`src/rtl/i2c_pkg.sv`:
```
// Shared definitions for the I2C slave front end: bus-ownership states and
// the idle (released) level of an open-drain I2C line.
package i2c_pkg;

  typedef enum logic [1:0] {
    IDLE = 2'd0,
    BUSY = 2'd1,
    TOUT = 2'd2
  } i2c_bus_st_t;

  localparam logic I2C_LINE_IDLE = 1'b1;

endpackage

```
`src/rtl/i2c_glitch_filter.sv`:
```
// Per-line conditioner: a SYNC_STAGES-deep synchronizer followed by a
// stability filter. The filtered level only follows the synchronized line
// after it has disagreed for FILT_CNT consecutive cycles. The next filtered
// value is exported so the parent can register edge strobes on the same
// clock edge that updates the filtered output.
module i2c_glitch_filter
  import i2c_pkg::*;
#(
  parameter int SYNC_STAGES = 2,
  parameter int FILT_CNT    = 3
) (
  input  logic clk,
  input  logic rst,
  input  logic din,
  output logic f,
  output logic f_nxt
);

  localparam int CNT_W = $clog2(FILT_CNT + 1);
  localparam logic [CNT_W-1:0] CNT_LAST = CNT_W'(FILT_CNT - 1);

  logic [SYNC_STAGES-1:0] sync_q;
  logic [CNT_W-1:0]       cnt_q;
  logic [CNT_W-1:0]       cnt_d;
  logic                   s;

  assign s = sync_q[SYNC_STAGES-1];

  // Synchronizer chain; resets to the released line level.
  always_ff @(posedge clk or posedge rst) begin
    if (rst) sync_q <= {SYNC_STAGES{I2C_LINE_IDLE}};
    else     sync_q <= {sync_q[SYNC_STAGES-2:0], din};
  end

  // Stability counter: count disagreement, accept the new level on the last count.
  always_comb begin
    cnt_d = '0;
    f_nxt = f;
    if (s != f) begin
      if (cnt_q == CNT_LAST) f_nxt = s;
      else                   cnt_d = cnt_q + CNT_W'(1);
    end
  end

  // Filtered level and counter registers.
  always_ff @(posedge clk or posedge rst) begin
    if (rst) begin
      f     <= I2C_LINE_IDLE;
      cnt_q <= '0;
    end else begin
      f     <= f_nxt;
      cnt_q <= cnt_d;
    end
  end

endmodule

```
`src/rtl/i2c_bus_cond.sv`:
```
// I2C bus line conditioner and bus-state controller. Filters SCL/SDA,
// decodes SCL edges and START / repeated-START / STOP conditions from the
// current and next filtered levels, tracks bus ownership and flags an SCL
// held low for too long while the bus is owned. Every output is registered.
module i2c_bus_cond
  import i2c_pkg::*;
#(
  parameter int SYNC_STAGES = 2,
  parameter int FILT_CNT    = 3,
  parameter int TIMEOUT_CYC = 20000
) (
  input  logic clk,
  input  logic rst,
  input  logic en,
  input  logic scl_i,
  input  logic sda_i,
  output logic scl_f,
  output logic sda_f,
  output logic scl_rise,
  output logic scl_fall,
  output logic start_det,
  output logic rstart_det,
  output logic stop_det,
  output logic bus_busy,
  output logic timeout
);

  localparam int TO_W = (TIMEOUT_CYC > 0) ? $clog2(TIMEOUT_CYC + 1) : 1;
  localparam logic [TO_W-1:0] TO_MAX = TO_W'(TIMEOUT_CYC);

  logic scl_n, sda_n;
  logic start_c, stop_c, to_hit;
  logic start_d, rstart_d, stop_d, tout_d;
  logic [TO_W-1:0] to_cnt_q, to_cnt_d;
  i2c_bus_st_t state_q, state_d;

  i2c_glitch_filter #(.SYNC_STAGES(SYNC_STAGES), .FILT_CNT(FILT_CNT)) u_scl_filt (
    .clk   (clk),
    .rst   (rst),
    .din   (scl_i),
    .f     (scl_f),
    .f_nxt (scl_n)
  );

  i2c_glitch_filter #(.SYNC_STAGES(SYNC_STAGES), .FILT_CNT(FILT_CNT)) u_sda_filt (
    .clk   (clk),
    .rst   (rst),
    .din   (sda_i),
    .f     (sda_f),
    .f_nxt (sda_n)
  );

  // SDA may only count as START/STOP while SCL is high both before and after,
  // so a simultaneous change of both lines is only an SCL edge.
  assign start_c = scl_f & scl_n &  sda_f & ~sda_n;
  assign stop_c  = scl_f & scl_n & ~sda_f &  sda_n;

  // SCL-low run length while the bus is owned; saturates, clears otherwise.
  always_comb begin
    to_cnt_d = '0;
    if (en && (state_q == BUSY) && !scl_f) begin
      if (to_cnt_q != TO_MAX) to_cnt_d = to_cnt_q + TO_W'(1);
      else                    to_cnt_d = to_cnt_q;
    end
  end

  assign to_hit = (TIMEOUT_CYC != 0) && (state_q == BUSY) && (to_cnt_d == TO_MAX);

  // Bus-state next-state and strobe decode.
  always_comb begin
    state_d  = state_q;
    start_d  = 1'b0;
    rstart_d = 1'b0;
    stop_d   = 1'b0;
    tout_d   = 1'b0;
    if (!en) begin
      state_d = IDLE;
    end else begin
      case (state_q)
        IDLE: begin
          if (start_c) begin
            state_d = BUSY;
            start_d = 1'b1;
          end else if (stop_c) begin
            stop_d = 1'b1;
          end
        end
        BUSY: begin
          if (start_c) begin
            rstart_d = 1'b1;
          end else if (stop_c) begin
            state_d = IDLE;
            stop_d  = 1'b1;
          end else if (to_hit) begin
            state_d = TOUT;
            tout_d  = 1'b1;
          end
        end
        TOUT: begin
          if (start_c) begin
            state_d = BUSY;
            start_d = 1'b1;
          end else if (stop_c) begin
            state_d = IDLE;
            stop_d  = 1'b1;
          end else if (scl_f && sda_f) begin
            state_d = IDLE;
          end
        end
        default: state_d = IDLE;
      endcase
    end
  end

  // State, timeout counter and strobe registers.
  always_ff @(posedge clk or posedge rst) begin
    if (rst) begin
      state_q    <= IDLE;
      to_cnt_q   <= '0;
      scl_rise   <= 1'b0;
      scl_fall   <= 1'b0;
      start_det  <= 1'b0;
      rstart_det <= 1'b0;
      stop_det   <= 1'b0;
      timeout    <= 1'b0;
    end else begin
      state_q    <= state_d;
      to_cnt_q   <= to_cnt_d;
      scl_rise   <= en & ~scl_f &  scl_n;
      scl_fall   <= en &  scl_f & ~scl_n;
      start_det  <= start_d;
      rstart_det <= rstart_d;
      stop_det   <= stop_d;
      timeout    <= tout_d;
    end
  end

  assign bus_busy = (state_q != IDLE);

endmodule

```
`config.mk`:
```
export PLATFORM = sky130hd
export DESIGN_NAME = i2c_bus_cond
export DESIGN_NICKNAME = d
export VERILOG_FILES = /design/src/rtl/i2c_pkg.sv /design/src/rtl/i2c_glitch_filter.sv /design/src/rtl/i2c_bus_cond.sv
export SDC_FILE = /design/constraint.sdc
export NUM_CORES = 1
export LEC_CHECK = 0
export ABC_AREA = 1
export BUFFER_PORTS_ARGS = -buffer_cell sky130_fd_sc_hd__buf_2
export CORE_UTILIZATION = 40
export CTS_CLUSTER_SIZE = 16
export DETAILED_ROUTE_END_ITERATION = 7
export PLACE_DENSITY_LB_ADDON = 0.12
export REMOVE_ABC_BUFFERS = 1
export SLEW_MARGIN = 20
export SYNTH_ARGS = -nofsm -noshare
export SYNTH_HDL_FRONTEND = slang
export SYNTH_SLANG_ARGS = --single-unit
```
`constraint.sdc`:
```
create_clock -name clk -period 1.7 [get_ports clk]
set_input_delay 0.255 -clock clk [delete_from_list [all_inputs] [get_ports clk]]
set_output_delay 0.255 -clock clk [all_outputs]
set_load 0.02 [all_outputs]
```
==> results.toml <==
[drt]
wl_per_cell_microns = 12.4
via_count = 1557
drt-pass1-iter-count = 5
ant_nets = 0
post-route-drc-count = 0
drt_iter0_markers = 88
viasPerCell = 4.82
drt_wl_total_microns = 4000

[logic_synthesis]
synthTopCellsByCount = "nand2_1 (48), inv_1 (37), nor2_1 (28)"
synth.avg_cell_area_sq_um = 7.92
synth_edf_count = 0
ys_ff_latch = 33
ys_warn_count = 0
synth.most_common_cell = "nand2_1"
syn_inst = 223
ys.flop_type = "dfrtp_1"
syn-cell-area_sq_um = 1770
synth-seq-area-share_pct = 47.2
yosysUniqueCellTypes = 29
synthTopCellsByArea = "dfrtp_1 (38%), nand2_1 (10%), dfstp_2 (8.9%), inv_1 (7.9%), nand3_1 (7.1%)"
synth_top_cell_area_share_pct = 38.3
synth_async_sr_flop_share_pct = 100
yosysTopAreaCell = "dfrtp_1"

[worst_setup_path]
cpPeakStageDelay_ns = 0.43
crit_slowest_cell = "dfrtp_1"
cp.arrival_ns = 1.91
crit_path_frequent_cell = "nand2_1"
worst_ep_required_time_ns = 1.93
cp-end-kind = "flop"
cp_max_fo = 6
path_cells = "buf_6 > nand3_4 > nor2_4 > nand2_1 > nand2_1 > nand3_2 > inv_2 > nand2_2 > nor3_2 > nand3b_1 > nor2_1"
worstSetupStartpointType = "flop"
path_class = "flop to flop"

[timing]
achievable-frequency_mhz = 595
layout_min_cycle_time_ns = 1.68
setup_viol = 0
relSlewSlack_pct = 71.5
fin_crit_sh_pct = 98.9
grt_setup_unrepaired = "yes"
final-hold-violation-count = 0
worstMarginPinSlew_ns = 0.427
worst_slack_ns = 0.0182
final.setup_skew_ns = 0.0115
maxSlewViolCount = 0

[final_layout]
drive_gt1_share_pct = 35.2
n_fill_cell = 397
final_nets = 279
synthToLayoutAreaGrowth_pct = 29.1
final_area_sq_um = 2280
antenna_cells = 0

[power_and_ir_drop]
vdd_drop_max_v = 0.000452
power_density_nw_per_um2 = 808
p_total_uw = 1840
power_leakage_uw = 0.00116

[floorplan]
die-area_sq_um = 4680
start_util_pct = 42.9
dieHeight_microns = 68.4
coreArea_sq_um = 4120
io_pins = 14
row_count = 23
fp.dieW_microns = 68.4

[outcome]
run_status = "complete, no violations"

[run]
cap_violations = 0

[global_route]
grt_use_total_pct = 19.3
first_global_vias = 1412
grt_overflow_total = 0
grt_pass1_wl_microns = 6350
grt_max_degree = 34
grt_antenna_before_repair = 0

[place]
io_buffers = 13
place_worst_setup_slack_ns = -0.0149
place_area_sq_um = 2060
dp_hpwl_microns = 2910
gp_congestion = 0.847

[cts]
htree_levels = 2
clk_latency_ns = 0.29
clkSlewWorstSetupHoldPaths_ns = 0.08
clockBufferDepth = 2
cts_sinks = 33
tritoncts = "done"
clock-root-buffer = "clkbuf_8"
hold_buffers = 0
cts_buffers = 5

[hold_path]
hp-class = "input port to asynchronous set/reset pin"
-- layer usage --
layer  wire (microns)  share of wire [%]  up-vias  track usage [%]
met5                0                  0        -                0
met4               61                1.5        0             7.03
met3              120                3.0        6             5.00
met2             1850                 46       23             31.5
met1             1970                 49      724             24.3
li1                 -                  -      804                -
-- path summary, 6_finish.rpt --
path | startpoint | to | slack [ns] | cells after the start
hold reg to reg | u_sda_filt.sync_q[0] | u_sda_filt.sync_q[1] | 0.36 | 0
setup / recovery | to_cnt_q[0] | timeout | 0.02 | 11
max in group asynchronous | rst | u_sda_filt.sync_q[1] | 1.32 | 3
setup reg to reg | to_cnt_q[0] | timeout | 0.02 | 11
hold / removal | rst | to_cnt_q[6] | 0.04 | 3
min in group clk | scl_i | u_scl_filt.sync_q[0] | 0.06 | 1
-- power by group --
| part | internal [uW] | switching, uW | total (uW) |
|---|---|---|---|
| Combinational | 120 | 201 | 321 |
| Sequential | 882 | 40.7 | 923 |
| Clock | 283 | 314 | 597 |
-- through the flow --
step	setup TNS (ns)	hold slack [ns]	instances	util [%]
final	0	0.0387	323	55.4
after global routing	-0.323	0.0496	323	55.4
after CTS	0	0.0486	317	52.4
after detailed placement	-0.0257	0.347	309	50.1
after global placement	-0.00736	0.346	309	50.1
after floorplan	0	0.259	222	-
-- state kept, by name, indices dropped and copies added, names as in the netlist --
| register | flops |
|---|---|
| stop_det | 1 |
| timeout | 1 |
| u_sda_filt.f | 1 |
| scl_rise | 1 |
| start_det | 1 |
| u_scl_filt.sync_q | 2 |
| rstart_det | 1 |
| u_scl_filt.f | 1 |
| u_sda_filt.cnt_q | 2 |
| to_cnt_q | 15 |
| state_q | 2 |
| scl_fall | 1 |
| u_scl_filt.cnt_q | 2 |
| u_sda_filt.sync_q | 2 |
-- logic make-up after synthesis --
logic type | count (synthesis) | share of synthesized area, %
compound gates | 8 | 2.62
xor+xnor | 3 | 1.49
fa+ha+maj | 2 | 1.42
buf+inv | 42 | 9.43
flops | 33 | 47.2
simple gates | 135 | 37.8
-- timing repair --
action                                  CTS  global route
endpoints found under the setup margin    2             3
endpoints found under the hold margin     0             0
buffers inserted                          0             5
pin swaps                                 0            15
resized for setup                         3            23
gates cloned                              0             1
-- worst max-delay path, delay by kind of cell, from the launching register on --
family / cells / cell delay [ns]
buffers and inverters: 2 / 0.21
flip-flops: 1 / 0.43
AND/OR/NAND/NOR: 9 / 0.97
-- placed cells by master, fill, tap and decap left out, drive strengths merged --
cell      Yosys  final
inv          39     41
clkinv        2      2
o21ai         3      3
nor2b         1      1
ha            2      2
a21oi         3      3
nor4          1      1
nand2        50     50
o41ai         1      1
a211oi        1      1
nor3          8      8
xor2          2      2
clkinvlp      0      1
xnor2         1      1
nand3        32     32
dfstp         6      6
buf           1     42
or2           2      2
dfrtp        27     27
nor2         34     35
nand4         6      6
nand3b        1      1
clkbuf        0      5
-- cell type report --
class	instances	area, sq um	share of cell area, %
Sequential cell	33	835	36.6
Tap cell	50	62.6	2.75
Multi-Input combinational cell	149	852	37.4
Clock inverter	3	17.5	0.769
Inverter	41	156	6.86
Timing Repair Buffer	42	287	12.6
Clock buffer	5	68.8	3.02
Note: power is estimated with default switching activity, not from simulation.
